==> src/rtl/seg7_scan_engine.sv <==
// Multiplexed seven-segment display engine: sequential binary-to-BCD conversion
// or hex pass-through, saturation, decimal point and leading-zero blanking.
module seg7_scan_engine #(
    parameter int unsigned NUM_DIGITS = 4,
    parameter int unsigned DATA_W     = 16,
    parameter int unsigned CLK_HZ     = 100_000_000,
    parameter int unsigned REFRESH_HZ = 1000
) (
    input  logic                                               clk,
    input  logic                                               rst_n,
    input  logic [DATA_W-1:0]                                  din,
    input  logic                                               din_valid,
    output logic                                               din_ready,
    input  logic                                               hex_mode,
    input  logic [$clog2((NUM_DIGITS < 2) ? 2 : NUM_DIGITS)-1:0] dec,
    input  logic                                               dp_en,
    input  logic                                               blank_lz,
    input  logic                                               enable,
    output logic [NUM_DIGITS-1:0]                              an,
    output logic [6:0]                                         seg,
    output logic                                               dp,
    output logic [4*NUM_DIGITS-1:0]                            digits,
    output logic                                               overflow
);

    localparam int unsigned IDX_W     = $clog2((NUM_DIGITS < 2) ? 2 : NUM_DIGITS);
    localparam int unsigned DIV       = ((CLK_HZ / REFRESH_HZ) < 1) ? 1 : (CLK_HZ / REFRESH_HZ);
    localparam int unsigned PRE_W     = (DIV < 2) ? 1 : $clog2(DIV);
    localparam int unsigned BCD_N     = (DATA_W * 30103 + 99999) / 100000 + 1;
    localparam int unsigned BCD_W     = 4 * BCD_N;
    localparam int unsigned DIG_W     = 4 * NUM_DIGITS;
    localparam int unsigned HEX_EXT_W = (DATA_W > DIG_W) ? DATA_W : DIG_W;
    localparam int unsigned BCD_EXT_W = (BCD_W > DIG_W) ? BCD_W : DIG_W;
    localparam int unsigned CNT_W     = $clog2(DATA_W + 1);

    typedef enum logic [1:0] {
        S_IDLE    = 2'd0,
        S_CONVERT = 2'd1,
        S_COMMIT  = 2'd2
    } state_e;

    state_e               state_q, state_d;
    logic                 din_ready_q, din_ready_d;
    logic                 accept_c, load_c, step_c, commit_c;
    logic [DATA_W-1:0]    shift_q, shift_d;
    logic [BCD_W-1:0]     bcd_q, bcd_d, bcd_adj;
    logic [CNT_W-1:0]     cnt_q, cnt_d;
    logic                 mode_q, mode_d;
    logic                 disp_hex_q, disp_hex_d;
    logic [DIG_W-1:0]     digits_q, digits_d, commit_val;
    logic                 overflow_q, overflow_d;
    logic [HEX_EXT_W-1:0] hex_ext;
    logic [BCD_EXT_W-1:0] bcd_ext;
    logic                 hex_ovf, dec_ovf, commit_ovf;
    logic [PRE_W-1:0]     pre_q, pre_d;
    logic [IDX_W-1:0]     idx_q, idx_d;
    logic                 tick_c;
    logic [3:0]           cur_nib;
    logic                 lz_acc, lz_cur, dp_act, blank_c;
    logic [NUM_DIGITS-1:0] an_q, an_d;
    logic [6:0]           seg_q, seg_d;
    logic                 dp_q, dp_d;

    function automatic logic [6:0] font7(input logic [3:0] n);
        logic [6:0] g;
        case (n)
            4'h0: g = 7'b1000000;
            4'h1: g = 7'b1111001;
            4'h2: g = 7'b0100100;
            4'h3: g = 7'b0110000;
            4'h4: g = 7'b0011001;
            4'h5: g = 7'b0010010;
            4'h6: g = 7'b0000010;
            4'h7: g = 7'b1111000;
            4'h8: g = 7'b0000000;
            4'h9: g = 7'b0010000;
            4'hA: g = 7'b0001000;
            4'hB: g = 7'b0000011;
            4'hC: g = 7'b1000110;
            4'hD: g = 7'b0100001;
            4'hE: g = 7'b0000110;
            default: g = 7'b0001110;
        endcase
        return g;
    endfunction

    assign accept_c = din_valid & din_ready_q;

    // FSM state register
    always_ff @(posedge clk or negedge rst_n) begin
        if (!rst_n) begin
            state_q <= S_IDLE;
        end else begin
            state_q <= state_d;
        end
    end

    // FSM next state
    always_comb begin
        state_d = state_q;
        case (state_q)
            S_IDLE: begin
                if (accept_c) begin
                    state_d = hex_mode ? S_COMMIT : S_CONVERT;
                end
            end
            S_CONVERT: begin
                if (cnt_q == CNT_W'(DATA_W - 1)) begin
                    state_d = S_COMMIT;
                end
            end
            S_COMMIT: state_d = S_IDLE;
            default:  state_d = S_IDLE;
        endcase
    end

    // FSM outputs
    always_comb begin
        load_c      = 1'b0;
        step_c      = 1'b0;
        commit_c    = 1'b0;
        din_ready_d = (state_d == S_IDLE);
        case (state_q)
            S_IDLE:    load_c   = accept_c;
            S_CONVERT: step_c   = 1'b1;
            S_COMMIT:  commit_c = 1'b1;
            default:   ;
        endcase
    end

    // Double-dabble: add 3 to digits >= 5, then shift in the next sample bit
    always_comb begin
        shift_d = shift_q;
        bcd_d   = bcd_q;
        cnt_d   = cnt_q;
        mode_d  = mode_q;
        bcd_adj = bcd_q;
        for (int i = 0; i < int'(BCD_N); i++) begin
            if (bcd_q[4*i +: 4] >= 4'd5) begin
                bcd_adj[4*i +: 4] = bcd_q[4*i +: 4] + 4'd3;
            end
        end
        if (load_c) begin
            shift_d = din;
            bcd_d   = '0;
            cnt_d   = '0;
            mode_d  = hex_mode;
        end else if (step_c) begin
            shift_d = shift_q << 1;
            bcd_d   = (bcd_adj << 1) | BCD_W'(shift_q[DATA_W-1]);
            cnt_d   = cnt_q + CNT_W'(1);
        end
    end

    // Commit: saturate and load the visible digit register in one cycle
    always_comb begin
        hex_ext    = HEX_EXT_W'(shift_q);
        bcd_ext    = BCD_EXT_W'(bcd_q);
        hex_ovf    = |(hex_ext >> DIG_W);
        dec_ovf    = |(bcd_ext >> DIG_W);
        commit_ovf = mode_q ? hex_ovf : dec_ovf;
        commit_val = '0;
        for (int i = 0; i < int'(NUM_DIGITS); i++) begin
            if (mode_q) begin
                commit_val[4*i +: 4] = hex_ovf ? 4'hF : hex_ext[4*i +: 4];
            end else begin
                commit_val[4*i +: 4] = dec_ovf ? 4'h9 : bcd_ext[4*i +: 4];
            end
        end
        digits_d   = digits_q;
        overflow_d = overflow_q;
        disp_hex_d = disp_hex_q;
        if (commit_c) begin
            digits_d   = commit_val;
            overflow_d = commit_ovf;
            disp_hex_d = mode_q;
        end
    end

    // Scan prescaler and digit index
    always_comb begin
        tick_c = (pre_q == PRE_W'(DIV - 1));
        pre_d  = tick_c ? '0 : pre_q + PRE_W'(1);
        idx_d  = idx_q;
        if (tick_c) begin
            idx_d = (idx_q == IDX_W'(NUM_DIGITS - 1)) ? '0 : idx_q + IDX_W'(1);
        end
    end

    // Display drive for the current index
    always_comb begin
        cur_nib = '0;
        lz_acc  = 1'b1;
        lz_cur  = 1'b0;
        for (int i = int'(NUM_DIGITS) - 1; i >= 0; i--) begin
            lz_acc = lz_acc & (digits_q[4*i +: 4] == 4'd0);
            if (idx_q == IDX_W'(i)) begin
                cur_nib = digits_q[4*i +: 4];
                lz_cur  = lz_acc;
            end
        end
        dp_act  = dp_en & (32'(dec) < NUM_DIGITS);
        blank_c = !disp_hex_q && blank_lz && (idx_q != '0) && lz_cur
                  && (!dp_act || (idx_q > dec));
        for (int i = 0; i < int'(NUM_DIGITS); i++) begin
            an_d[i] = !(enable && (idx_q == IDX_W'(i)));
        end
        seg_d = (!enable || blank_c) ? 7'h7F : font7(cur_nib);
        dp_d  = !(enable && dp_act && (idx_q == dec));
    end

    always_ff @(posedge clk or negedge rst_n) begin
        if (!rst_n) begin
            din_ready_q <= 1'b1;
            shift_q     <= '0;
            bcd_q       <= '0;
            cnt_q       <= '0;
            mode_q      <= 1'b0;
            disp_hex_q  <= 1'b0;
            digits_q    <= '0;
            overflow_q  <= 1'b0;
            pre_q       <= '0;
            idx_q       <= '0;
            an_q        <= '1;
            seg_q       <= 7'h7F;
            dp_q        <= 1'b1;
        end else begin
            din_ready_q <= din_ready_d;
            shift_q     <= shift_d;
            bcd_q       <= bcd_d;
            cnt_q       <= cnt_d;
            mode_q      <= mode_d;
            disp_hex_q  <= disp_hex_d;
            digits_q    <= digits_d;
            overflow_q  <= overflow_d;
            pre_q       <= pre_d;
            idx_q       <= idx_d;
            an_q        <= an_d;
            seg_q       <= seg_d;
            dp_q        <= dp_d;
        end
    end

    assign din_ready = din_ready_q;
    assign an        = an_q;
    assign seg       = seg_q;
    assign dp        = dp_q;
    assign digits    = digits_q;
    assign overflow  = overflow_q;

endmodule

==> config.mk <==
export PLATFORM = sky130hd
export DESIGN_NAME = seg7_scan_engine
export DESIGN_NICKNAME = d
export VERILOG_FILES = /design/src/rtl/seg7_scan_engine.sv
export SDC_FILE = /design/constraint.sdc
export NUM_CORES = 1
export LEC_CHECK = 0
export ABC_CLOCK_PERIOD_IN_PS = 2400
export BUFFER_PORTS_ARGS = -buffer_cell sky130_fd_sc_hd__buf_2
export CORE_MARGIN = 3
export CORE_UTILIZATION = 53
export CTS_CLUSTER_DIAMETER = 30
export DETAILED_ROUTE_END_ITERATION = 8
export MAX_ROUTING_LAYER = met4
export PLACE_DENSITY = 0.83
export RECOVER_POWER = 100
export SLEW_MARGIN = 5
export SYNTH_ARGS = -nofsm -noshare
export SYNTH_HDL_FRONTEND = slang
export SYNTH_SLANG_ARGS = --single-unit
==> constraint.sdc <==
create_clock -name clk -period 2.4 [get_ports clk]
set_clock_uncertainty 0.2 [all_clocks]
set_input_delay 0.72 -clock clk [delete_from_list [all_inputs] [get_ports clk]]
set_output_delay 0.72 -clock clk [all_outputs]
set_load 0.03 [all_outputs]
[Word-level counts from Yosys, hierarchy flattened]
Memory sizes are Yosys's and may differ from the RTL's.
Cells that the tools add are included.
Storage, ports and cells
  RAM bits: 0
  bits in latches: 0
  register bits after elaboration: 98
  memories: 1
  output and inout bits: 30
  memory bits (read-only): 112
Memories
  (name not given): words 16, width 7, read ports 1, clocked after memory_dff 0, write ports 0, RTL line 66  | case (n)
Cells by class
  mux-type cells: 39
  reductions and logical operators: 30
  bitwise gates (word level): 5
  equal/unequal tests: 8
  $mul: 0
  add/sub/neg operators: 9
  order comparisons: 7
  div/mod/pow operators: 0
  shifts and indexed selects: 0
Operator list (number)
  4-bit 2-to-1 mux: 17
  24-bit 2-to-1 mux: 2
  16-bit 2-to-1 mux: 2
  4-bit by 3-bit greater-or-equal comparator with 1-bit output, second input constant: 6
  24-bit by 1-bit bitwise OR with 24-bit output: 1
  4-bit by 2-bit adder with 4-bit output, second input constant: 5
  17-bit by 1-bit adder with 17-bit output, second input constant: 1
  17-bit == test, second input constant: 1
  17-bit 2-to-1 mux: 1
  4-bit logical NOT: 4
  1-bit logical AND: 10
  5-bit 2-to-1 mux: 2
  1-bit logical NOT: 8
  1-bit 2-to-1 mux: 8
  2-bit 2-to-1 mux: 4
  8-bit OR reduction: 1
  7-bit 2-to-1 mux: 1
  2-bit == test, second input constant: 3
  2-bit logical NOT: 3
  5-bit by 1-bit adder with 5-bit output, second input constant: 1
  5-bit by 4-bit == test with 1-bit output, second input constant: 1
  1-bit AND: 4
  2-bit by 1-bit == test with 1-bit output, second input constant: 2
  2-bit case mux with 2 select lines: 1
  other kinds (7): 9

[Logic depth before layout (Yosys ltp)]
Gate-level depths: netlist of run 1.
  depth in word-level cells: 9
  depth in mapped cells: 11

[Worst setup path before layout of run 1]
No wires, ideal clock.
  path kind: register -> register
  start: register idx_q[1]
  end: register seg_q[3] (netlist: seg[3])
  stages on the path, launching flop included: 12
  clock period less this slack: 2.489 ns
  setup slack: -0.089 ns
  arrival: 2.190 ns
  setup time: 0.099 ns
  cells stage by stage: dfrtp_1 -> inv_1 -> ha_1 -> buf_6 -> and2b_2 -> nand2_1 -> a32oi_1 -> inv_1 -> ha_1 -> nor2_1 -> a211oi_1 -> o21ai_0
Between the ends
  cells in the longest elaborated chain, start to end: 9
Ends and longest elaborated chain
  start: declaration: RTL line 56  | logic [IDX_W-1:0] idx_q, idx_d;
  start signal: assignment: RTL line 237  | idx_q <= idx_d;
  branches (longest 8 deep; another with memory 16 x 7 bit)
  7-bit 2-to-1 mux *: RTL line 208  | seg_d = (!enable || blank_c) ? 7'h7F : font7(cur_nib);
  net seg_d[3]: RTL line 61  | logic [6:0] seg_q, seg_d;
  end signal: assignment: RTL line 239  | seg_q <= seg_d;
  end: declaration: RTL line 61
Mark *: on every way through the listed nets, which the timed path passes.
A chain may end at the register's enable or synchronous reset.

[Worst setup path after layout of run 1]
  start: register idx_q[1]
  end: register seg_q[6] (netlist: seg[6])
The elaborated chain is that of the path after synthesis.

==> out/results.ini, run 1 <==
[routing]
viasPerCell = 5.69
drt_first_pass_iters = 5
wirelength_mm = 11.2
vias = 4165
ant_nets = 0
drt_iter0_drc = 270
drc = 0
avgRoutedWirePerCell_um = 15.3

[global_route]
grt_pass1_wl_mm = 18.9
grt_pass1_vias = 3910
grt_max_degree = 66
grt-ovfl-total = 0
grt_use_total = 0.217
antenna_found_initial = 0

[worst_setup_path]
start_kind = flip-flop
slowest_delay_ps = 410
arrival_ps = 2410
crit_family = compound AO/OA/AOI/OAI gates
crit_type = reg2reg
crit_chain = buf_4 > ha_4 > nor2_2 > nand3_1 > a21oi_4 > inv_1 > buf_4 > ha_1 > a21oi_1 > o221ai_1
slowest_stage = dfrtp_1
crit_top_cell = buf_4
end_kind = flip-flop
critPathRequiredTime_ps = 2470
critPathBufInv = 3
cp_max_fo = 5

[floorplanning]
die_h_um = 104
initial_core_util = 0.548
core-area_sq_um = 9280
die_area_sq_um = 10800
io_pins = 55
num_rows = 35
dieWidth_um = 104

[flow_run]
maxCapViolCount = 1

[power_and_ir_drop]
clkPwrFrac = 0.146
seq_power_share = 0.405
ir_worst_vdd_v = 0.00104
p_int_uw = 3680
power_frac_comb = 0.449
p_sw_frac = 0.450
p_leak_uw = 0.00269
p_sw_uw = 3010
powerDensity_nw_per_um2 = 1140

[logic_synthesis]
netlist_top_cells_area = dfrtp_1 42%, ha_1 7.1%, dfstp_2 6.7%
ys_ff_latch = 98
syn_avg_cell_area_sq_um = 9.54
yosysTopAreaCell = dfrtp_1
synth_cell_type_count = 51
synth-edff-count = 0
synth_top_area_share = 0.418
syn_nets = 587
ys_async_sr_fraction = 1.00
synth-seq-area-share = 0.486
synth_area_sq_um = 5080
synth_cells = 533
synth_flop_cell = dfrtp_1
yosys_warnings = 0

[sta]
fin_ws_ps = 60.4
worstMarginPinSlew_ps = 1550
post-route-period-util = 0.975
grt_setup_unrepaired = true
finalSetupTns_ps = 0
fin_crit_ps = 2340
hold_violations = 0
relSlewSlack = -0.0310
max_freq_mhz = 427
drv_slew = 66
finalSetupViolations = 0

[clocking]
numCtsBuffers = 9
ctsLongestPathBuffers = 2
clkTransAtPathRegs_ps = 100
cts_max_level = 3
cts_hold_buf = 0
cts_sinks = 98
clock_latency_ps = 360
cts_tree = done
cts_root_buffer = clkbuf_8

[layout]
syn2layout_area_growth_pct = 15.4
fin_nets = 652
fin_area_sq_um = 5860
drive_gt1_frac = 0.217
diodes = 0
utilization = 0.632

[place]
dpl.hpwl_mm = 7.89
placed_area_sq_um = 5580
place_worst_setup_slack_ps = -82.9
portBuffers = 54
place_congestion = 0.915

[min_path]
hold_path_class = reg2reg

[run_status]
failed_checks = capacitance limit, slew limit
status = finished with violations

worst register-to-register path, cell delays in order (launching register included):
cell      delay (ps)
dfrtp_1          410
buf_4            150
ha_4             170
nor2_2           160
nand3_1          160
a21oi_4          230
inv_1            100
buf_4            150
ha_1             190
a21oi_1          180
o221ai_1         130
Yosys cell counts, drive strengths merged (5+ instances only):
cell type	count
a21oi	26
a22oi	14
and3	5
buf	7
clkbuf	20
dfrtp	85
dfstp	13
ha	29
inv	27
nand2	80
nand2b	13
nand3	29
nand4	6
nor2	29
nor2b	9
nor3	5
nor3b	5
o21ai	43
o221ai	5
o31ai	14
o32ai	5
xnor2	14
xor2	12
state kept, by name (all words and copies together) (netlist names):
signal,flops
overflow,1
pre_q,17
dp,1
disp_hex_q,1
an,4
state_q,2
mode_q,1
cnt_q,5
seg,7
hex_ext,16
idx_q,2
digits,16
bcd_ext,24
din_ready,1
placed cells by master (no fill, tap or decap), types with 3 or more instances in the layout:
| cell | n |
|---|---|
| o31a_1 | 4 |
| and3_1 | 5 |
| nor2b_1 | 9 |
| dfrtp_1 | 84 |
| nand2b_1 | 13 |
| nand3_1 | 29 |
| o221ai_1 | 5 |
| xnor2_1 | 14 |
| nand2_1 | 80 |
| nand4_1 | 6 |
| a21oi_1 | 23 |
| nor2_1 | 27 |
| inv_1 | 24 |
| buf_4 | 25 |
| o21ai_0 | 41 |
| nor3b_1 | 5 |
| ha_1 | 25 |
| o31ai_1 | 14 |
| clkbuf_8 | 9 |
| nor4_1 | 4 |
| xor2_1 | 12 |
| o32ai_1 | 5 |
| a22oi_1 | 14 |
| nand3b_1 | 3 |
| buf_2 | 53 |
| dfstp_2 | 13 |
| nor3_1 | 5 |
| a32o_1 | 3 |
power by group through the flow:
| stage | clock network [uW] | registers (uW) | logic, uW |
|---|---|---|---|
| CTS | 1010 | 2690 | 2940 |
| global route | 1070 | 2780 | 3360 |
| floorplan | 0 | 2910 | 1830 |
| global placement | 0 | 2690 | 2820 |
| detailed placement | 0 | 2720 | 2920 |
| finish | 977 | 2700 | 3000 |
cells by family after synthesis:
| logic type | after synthesis | synth area share |
|---|---|---|
| multiplexers | 5 | 0.0106 |
| AO/OA/AOI/OAI | 125 | 0.159 |
| XOR/XNOR | 26 | 0.0448 |
| flip-flops | 98 | 0.486 |
| buffers and inverters | 55 | 0.0448 |
| AND/OR/NAND/NOR | 195 | 0.184 |
| adder cells (fa/ha/maj) | 29 | 0.0714 |
final cells by class:
type	instances	area, sq um
Tap cell	129	161
Clock buffer	10	128
Timing Repair Buffer	81	470
Clock inverter	6	48.8
Sequential cell	98	2470
Multi-Input combinational cell	380	2480
Inverter	28	108
Fill cell	782	3420
path summary, 6_finish.rpt:
path / cells after the start / start / to / slack [ps]
min in group asynchronous: 2 / rst_n / digits[5] / 340
worst min register to register: 1 / pre_q[0] / pre_q[0] / 290
worst min-delay path: 1 / pre_q[0] / pre_q[0] / 290
worst max register to register: 10 / idx_q[1] / seg[6] / 60
max in group asynchronous: 2 / rst_n / hex_ext[10] / 430
worst max-delay path: 10 / idx_q[1] / seg[6] / 60
what timing repair did:
| action | in CTS | in global routing |
|---|---|---|
| setup buffers | 2 | 4 |
| resized for setup | 3 | 17 |
| pin swaps | 0 | 3 |
| endpoints found under the setup margin | 3 | 7 |
per-layer routing:
layer / vias to the layer above / track usage / routed length (um) / share of wire
met5: - / - / 0 / 0
met1: 2052 / 0.299 / 5270 / 0.47
met4: 0 / 0.0684 / 221 / 0.020
met3: 16 / 0.0341 / 455 / 0.041
li1: 1985 / - / - / -
met2: 112 / 0.333 / 5220 / 0.47
through the flow:
stage / std cells / hold slack (ps) / total power [uW]
after detailed placement: 710 / 285 / 5640
after floorplan: 533 / 224 / 4730
final: 732 / 294 / 6680
after CTS: 728 / 145 / 6640
after global placement: 710 / 271 / 5510
after global routing: 732 / 315 / 7210
Note: power is estimated with default switching activity, not from simulation.
==> run 2: changes to the inputs <==
ABC_AREA = 1   (was default)
==> out/results.ini, run 2 <==
[sta]
post-route-period-util = 0.929  ; was 0.975
worstMarginPinSlew_ps = 924  ; was 1550 ps
fin_crit_ps = 2230  ; was 2340 ps
drv_slew = 0  ; was 66
hold_violations = 0  ; unchanged
max_freq_mhz = 448  ; was 427 MHz
finalSetupViolations = 0  ; unchanged
grt_setup_unrepaired = false  ; was true
relSlewSlack = 0.382  ; was -0.0310
finalSetupTns_ps = 0  ; unchanged

[logic_synthesis]
synth_cell_type_count = 41  ; was 51
synth-edff-count = 0  ; unchanged
synth_cells = 622  ; was 533
synth-seq-area-share = 0.465  ; was 0.486
synth_top_area_share = 0.401  ; was 0.418
syn_avg_cell_area_sq_um = 8.53  ; was 9.54 sq um
synth_area_sq_um = 5310  ; was 5080 sq um
yosys_warnings = 0  ; unchanged
yosysTopAreaCell = dfrtp_1  ; unchanged
synth_flop_cell = dfrtp_1  ; unchanged
syn_nets = 676  ; was 587
ys_async_sr_fraction = 1.00  ; unchanged
netlist_top_cells_area = dfrtp_1 40%, nand2_1 7.8%, ha_1 6.8%  ; was dfrtp_1 42%, ha_1 7.1%, dfstp_2 6.7%
ys_top_cells_by_count = 110 x nand2_1, 85 x dfrtp_1, 79 x inv_1  ; was 85 x dfrtp_1, 80 x nand2_1, 42 x o21ai_0
synth_most_common_cell = nand2_1  ; was dfrtp_1
ys_ff_latch = 98  ; unchanged

[layout]
largest_reg_flops = 24  ; unchanged
fillerInstances = 832  ; was 782
syn2layout_area_growth_pct = 10.8  ; was 15.4%
drive_gt1_frac = 0.141  ; was 0.217
final-seq-area_sq_um = 2470  ; unchanged
multi_input_area_sq_um = 2400  ; was 2480 sq um
diodes = 0  ; unchanged
mostFrequentLayoutCell = nand2_1  ; was dfrtp_1
fin_nets = 735  ; was 652
layout_common_cells = 112 x nand2_1, 85 x inv_1, 84 x dfrtp_1, 55 x o21ai_0, 46 x nand3_1  ; was 84 x dfrtp_1, 80 x nand2_1, 53 x buf_2, 41 x o21ai_0, 29 x nand3_1

[worst_setup_path]
r2r-start = idx_q[1]  ; unchanged
crit_type = reg2reg  ; unchanged
critPathRequiredTime_ps = 2490  ; was 2470 ps
regToRegEndpoint = seg[0]  ; was seg[6]
arrival_ps = 2320  ; was 2410 ps
r2r_slack_ps = 170  ; was 60 ps
end_kind = flip-flop  ; unchanged
start_kind = flip-flop  ; unchanged
cp_max_fo = 6  ; was 5
r2r_cells = 11  ; was 10

[clocking]
clock_latency_ps = 360  ; about the same
clkTransAtPathRegs_ps = 100  ; about the same
ctsLongestPathBuffers = 2  ; unchanged
cts_tree = done  ; unchanged
cts_sinks = 98  ; unchanged
cts_max_level = 3  ; unchanged
cts_root_buffer = clkbuf_8  ; unchanged
numCtsBuffers = 9  ; unchanged

[power_and_ir_drop]
clkPwrFrac = 0.165  ; was 0.146
powerDensity_nw_per_um2 = 1150  ; was 1140 nW/um^2
p_sw_uw = 3110  ; was 3010 uW
p_leak_uw = 0.00274  ; was 0.00269 uW
p_int_uw = 3630  ; was 3680 uW
p_sw_frac = 0.461  ; was 0.450
ir_worst_vdd_v = 0.000888  ; was 0.00104 V
power_frac_comb = 0.435  ; was 0.449
seq_power_share = 0.399  ; was 0.405
finalPower_uw = 6740  ; was 6680 uW

[floorplanning]
initial_core_util = 0.558  ; was 0.548
num_rows = 35  ; unchanged
core-area_sq_um = 9500  ; was 9280 sq um
die_h_um = 106  ; was 104 um
die_area_sq_um = 11200  ; was 10800 sq um
dieWidth_um = 106  ; was 104 um
io_pins = 55  ; unchanged

[global_route]
grt_pass1_wl_mm = 20.3  ; was 18.9 mm
antenna_found_initial = 0  ; unchanged
grt_max_degree = 37  ; was 66
grt-ovfl-total = 0  ; unchanged
grt_pass1_vias = 4396  ; was 3910
grt_use_total = 0.226  ; was 0.217

[place]
dpl.hpwl_mm = 8.89  ; was 7.89 mm
place_congestion = 0.864  ; was 0.915
portBuffers = 54  ; unchanged

[run_status]
status = completed  ; was finished with violations

[flow_run]
maxCapViolCount = 0  ; was 1

[routing]
vias = 4459  ; was 4165
ant_nets = 0  ; unchanged
viasPerCell = 5.47  ; was 5.69
drc = 0  ; unchanged
avgRoutedWirePerCell_um = 14.5  ; was 15.3 um
drt_first_pass_iters = 5  ; unchanged
drt_iter0_drc = 286  ; was 270
wirelength_mm = 11.8  ; was 11.2 mm

[min_path]
hold_path_class = in2async  ; was reg2reg

-- run 2: cell count changes after synthesis, moves of 15 or more --
cell / delta
inv_1: +52
nand2_1: +30
o21ai_1: +26
clkbuf_1: -19
nand3_1: +17
inv_2: +15
-- run 2: per-stage QoR --
stage               instances  setup slack [ps]   util  area, sq um  hold slack [ps]
floorplan                 622               351      -         5310              224
global placement          798               244  0.604         5740              243
detailed placement        798               126  0.604         5740              253
CTS                       814              84.0  0.626         5950             93.4
global route              815              6.12  0.619         5880              271
finish                    815               170  0.619         5880              208
-- run 2: cell families (layout without fill, tap and decap cells) --
kind of cell | after synthesis | in the layout | share of synthesized area
xor+xnor | 15 | 15 | 0.0248
simple gates | 241 | 241 | 0.217
flops | 98 | 98 | 0.465
fa+ha+maj | 29 | 29 | 0.0684
buf+inv | 111 | 175 | 0.0846
compound gates | 128 | 128 | 0.140
-- run 2: worst max-delay path: stages (launching register included) --
cell and delay, ps:
dfrtp_1 430, inv_1 150, ha_1 350, buf_4 190, nand2_1 60, nand2_2 140
inv_1 100, ha_1 240, inv_1 100, nand2_2 60, nand3_1 60, nand3_1 80
-- run 2: area by class of cell --
cell class	count	share of cell area
clock buffer	9	0.0211
clock inverter	7	0.0140
inverter	97	0.0626
multi-input combinational	413	0.408
sequential	98	0.420
tap	129	0.0274
timing repair buffer	62	0.0472
-- run 2: worst max path at each step --
stage               startpoint  endpoint  slack, ps  cells past startpoint
finish                idx_q[1]    seg[0]        170                     11
global route          idx_q[0]    seg[5]          6                     12
CTS                   idx_q[1]    seg[1]         80                     11
detailed placement    idx_q[0]    seg[1]        130                     11
global placement      idx_q[0]    seg[1]        240                     11
floorplan             idx_q[0]    seg[1]        350                     11
-- run 2: power by group through the flow --
| stage | Sequential, uW | Clock (uW) | Combinational (uW) |
|---|---|---|---|
| after floorplan | 2930 | 0 | 1930 |
| after global placement | 2680 | 0 | 2910 |
| after detailed placement | 2710 | 0 | 3040 |
| after CTS | 2680 | 1140 | 3050 |
| after global routing | 2770 | 1210 | 3310 |
| final | 2690 | 1110 | 2930 |
-- run 2: what timing repair did --
action,CTS,global route
endpoints found under the hold margin,0,0
buffers inserted,0,1
hold buffers,0,0
resized for setup,0,5
setup endpoints to repair,0,7
-- run 2: routing by layer --
layer | GRT usage | vias to the layer above | share of wire
met3 | 0.0358 | 16 | 0.042
met5 | - | - | 0
li1 | - | 2176 | -
met1 | 0.293 | 2164 | 0.44
met4 | 0.0666 | 0 | 0.013
met2 | 0.370 | 103 | 0.50
==> run 3: changes to the inputs <==
BUFFER_PORTS_ARGS = default   (was -buffer_cell sky130_fd_sc_hd__buf_2)
CORE_UTILIZATION = 58   (was 53)
DONT_BUFFER_PORTS = 1   (was default)
SKIP_CTS_REPAIR_TIMING = 1   (was default)
==> out/results.ini, run 3 (synthesis gave the netlist of run 2 again) <==
[place]
dpl.hpwl_mm = 8.41  ; was 8.89 mm
placed_area_sq_um = 5420  ; was 5740 sq um
place_congestion = 0.919  ; was 0.864
place_worst_setup_slack_ps = 106  ; was 126 ps
portBuffers = 0  ; was 54

[sta]
finalSetupViolations = 0  ; unchanged
relSlewSlack = 0.696  ; was 0.382
finalSetupTns_ps = 0  ; unchanged
drv_slew = 0  ; unchanged
hold_violations = 85  ; was 0
fin_ws_ps = 129  ; was 170 ps
max_freq_mhz = 440  ; was 448 MHz
hold_ws_ps = -161  ; was 208 ps
fin_crit_ps = 2270  ; was 2230 ps
post-route-period-util = 0.946  ; was 0.929
worstMarginPinSlew_ps = 456  ; was 924 ps

[layout]
syn2layout_area_growth_pct = 6.56  ; was 10.8%
fin_nets = 684  ; was 735
largest_reg_flops = 24  ; unchanged
layout_common_cells = 110 x nand2_1, 85 x dfrtp_1, 79 x inv_1, 46 x nand3_1, 38 x o21ai_0  ; was 112 x nand2_1, 85 x inv_1, 84 x dfrtp_1, 55 x o21ai_0, 46 x nand3_1
drive_gt1_frac = 0.137  ; was 0.141
fin_area_sq_um = 5650  ; was 5880 sq um
mostFrequentLayoutCell = nand2_1  ; unchanged
fillerInstances = 735  ; was 832
diodes = 0  ; unchanged

[worst_setup_path]
slowest_stage = dfrtp_1  ; unchanged
crit_chain = inv_1 > ha_1 > a21oi_1 > nand3_1 > nand2_2 > inv_1 > ha_1 > nand3_1 > nand2_1 > nand2_1 > nand3_1  ; was inv_1 > ha_1 > buf_4 > nand2_1 > nand2_2 > inv_1 > ha_1 > inv_1 > nand2_2 > nand3_1 > nand3_1
slowest_delay_ps = 400  ; was 430 ps
end_kind = flip-flop  ; unchanged
arrival_ps = 2360  ; was 2320 ps
cp_max_fo = 6  ; unchanged
start_kind = flip-flop  ; unchanged
critPathRequiredTime_ps = 2490  ; about the same
crit_type = reg2reg  ; unchanged
crit_top_cell = nand3_1  ; was inv_1

[global_route]
grt_max_degree = 99  ; was 37
antenna_found_initial = 0  ; unchanged
grt-ovfl-total = 0  ; unchanged
grt_pass1_vias = 4247  ; was 4396
grt_use_total = 0.240  ; was 0.226
grt_pass1_wl_mm = 19.3  ; was 20.3 mm

[clocking]
cts_sinks = 98  ; unchanged
cts_root_buffer = clkbuf_8  ; unchanged
cts_max_level = 3  ; unchanged
cts_tree = done  ; unchanged
ctsLongestPathBuffers = 2  ; unchanged
clkTransAtPathRegs_ps = 90  ; was 100 ps
numCtsBuffers = 9  ; unchanged
clock_latency_ps = 360  ; about the same

[run_status]
status = finished with violations  ; was completed
failed_checks = hold timing

[min_path]
hold_path_class = in2async  ; unchanged

[routing]
wirelength_mm = 11.6  ; was 11.8 mm
vias = 4306  ; was 4459
drt_iter0_drc = 310  ; was 286
drc = 0  ; unchanged
avgRoutedWirePerCell_um = 15.7  ; was 14.5 um
ant_nets = 0  ; unchanged
viasPerCell = 5.80  ; was 5.47
drt_first_pass_iters = 6  ; was 5

[floorplanning]
io_pins = 55  ; unchanged
die_area_sq_um = 10300  ; was 11200 sq um
initial_core_util = 0.603  ; was 0.558
core-area_sq_um = 8810  ; was 9500 sq um
num_rows = 34  ; was 35
dieWidth_um = 102  ; was 106 um
die_h_um = 102  ; was 106 um

[flow_run]
maxCapViolCount = 0  ; unchanged

[power_and_ir_drop]
ir_worst_vdd_v = 0.000873  ; was 0.000888 V
powerDensity_nw_per_um2 = 1180  ; was 1150 nW/um^2
p_leak_uw = 0.00264  ; was 0.00274 uW

## run 3: changes by cell type in the layout (fill, tap and decap cells not counted), moves of 4 or more
cell,previous run,this run
buf_2,23,0
buf_4,3,11
clkbuf_1,32,0
clkbuf_2,4,0
inv_1,85,79
inv_2,8,15
o21ai_0,55,38
o21ai_1,10,27
## run 3: critical path: cells and delay by family (launching register included)
| kind | cells | cell delay, ps |
|---|---|---|
| and+or+nand+nor | 6 | 620 |
| adders and majority gates | 2 | 550 |
| buffers and inverters | 2 | 200 |
| AOI/OAI and AO/OA | 1 | 230 |
| DFF | 1 | 400 |
## run 3: worst paths after layout
check,cells past startpoint,end,startpoint,slack [ps]
setup / recovery,11,seg[5],idx_q[0],130
hold / removal,0,pre_q[12],rst_n,-160
setup reg to reg,11,seg[5],idx_q[0],130
hold reg to reg,1,pre_q[0],pre_q[0],270
max in group asynchronous,0,din_ready,rst_n,1950
min in group clk,1,an[0],enable,190
## run 3: per-layer routing
metal / wire length [um] / up-vias / global-route usage / part of all wire
li1: - / 2072 / - / -
met1: 5110 / 2076 / 0.302 / 0.44
met2: 5590 / 131 / 0.383 / 0.48
met3: 668 / 27 / 0.0640 / 0.057
met4: 265 / 0 / 0.0695 / 0.023
met5: 0 / - / - / 0
## run 3: final cells by class
cell class / instances / area, sq um / share of cell area
Inverter: 97 / 372 / 0.0657
Clock inverter: 6 / 65.1 / 0.0115
Multi-Input combinational cell: 413 / 2390 / 0.423
Clock buffer: 10 / 138 / 0.0243
Timing Repair Buffer: 11 / 82.6 / 0.0146
Tap cell: 108 / 135 / 0.0239
Sequential cell: 98 / 2470 / 0.437
## run 3: stage by stage
step	hold WS, ps	total power, uW	std cells	utilization
3_3_place_gp	228	5420	724	0.616
2_1_floorplan	224	4860	622	-
4_1_cts	-176	6680	740	0.639
6_report	-161	6670	743	0.642
3_5_place_dp	228	5590	724	0.616
5_1_grt	-186	7170	743	0.642
## run 3: where the power goes
part           internal (uW)  leakage, uW  switching [uW]
clock network            512     0.000103             563
logic                    882      0.00130            1640
registers               2230      0.00124             841
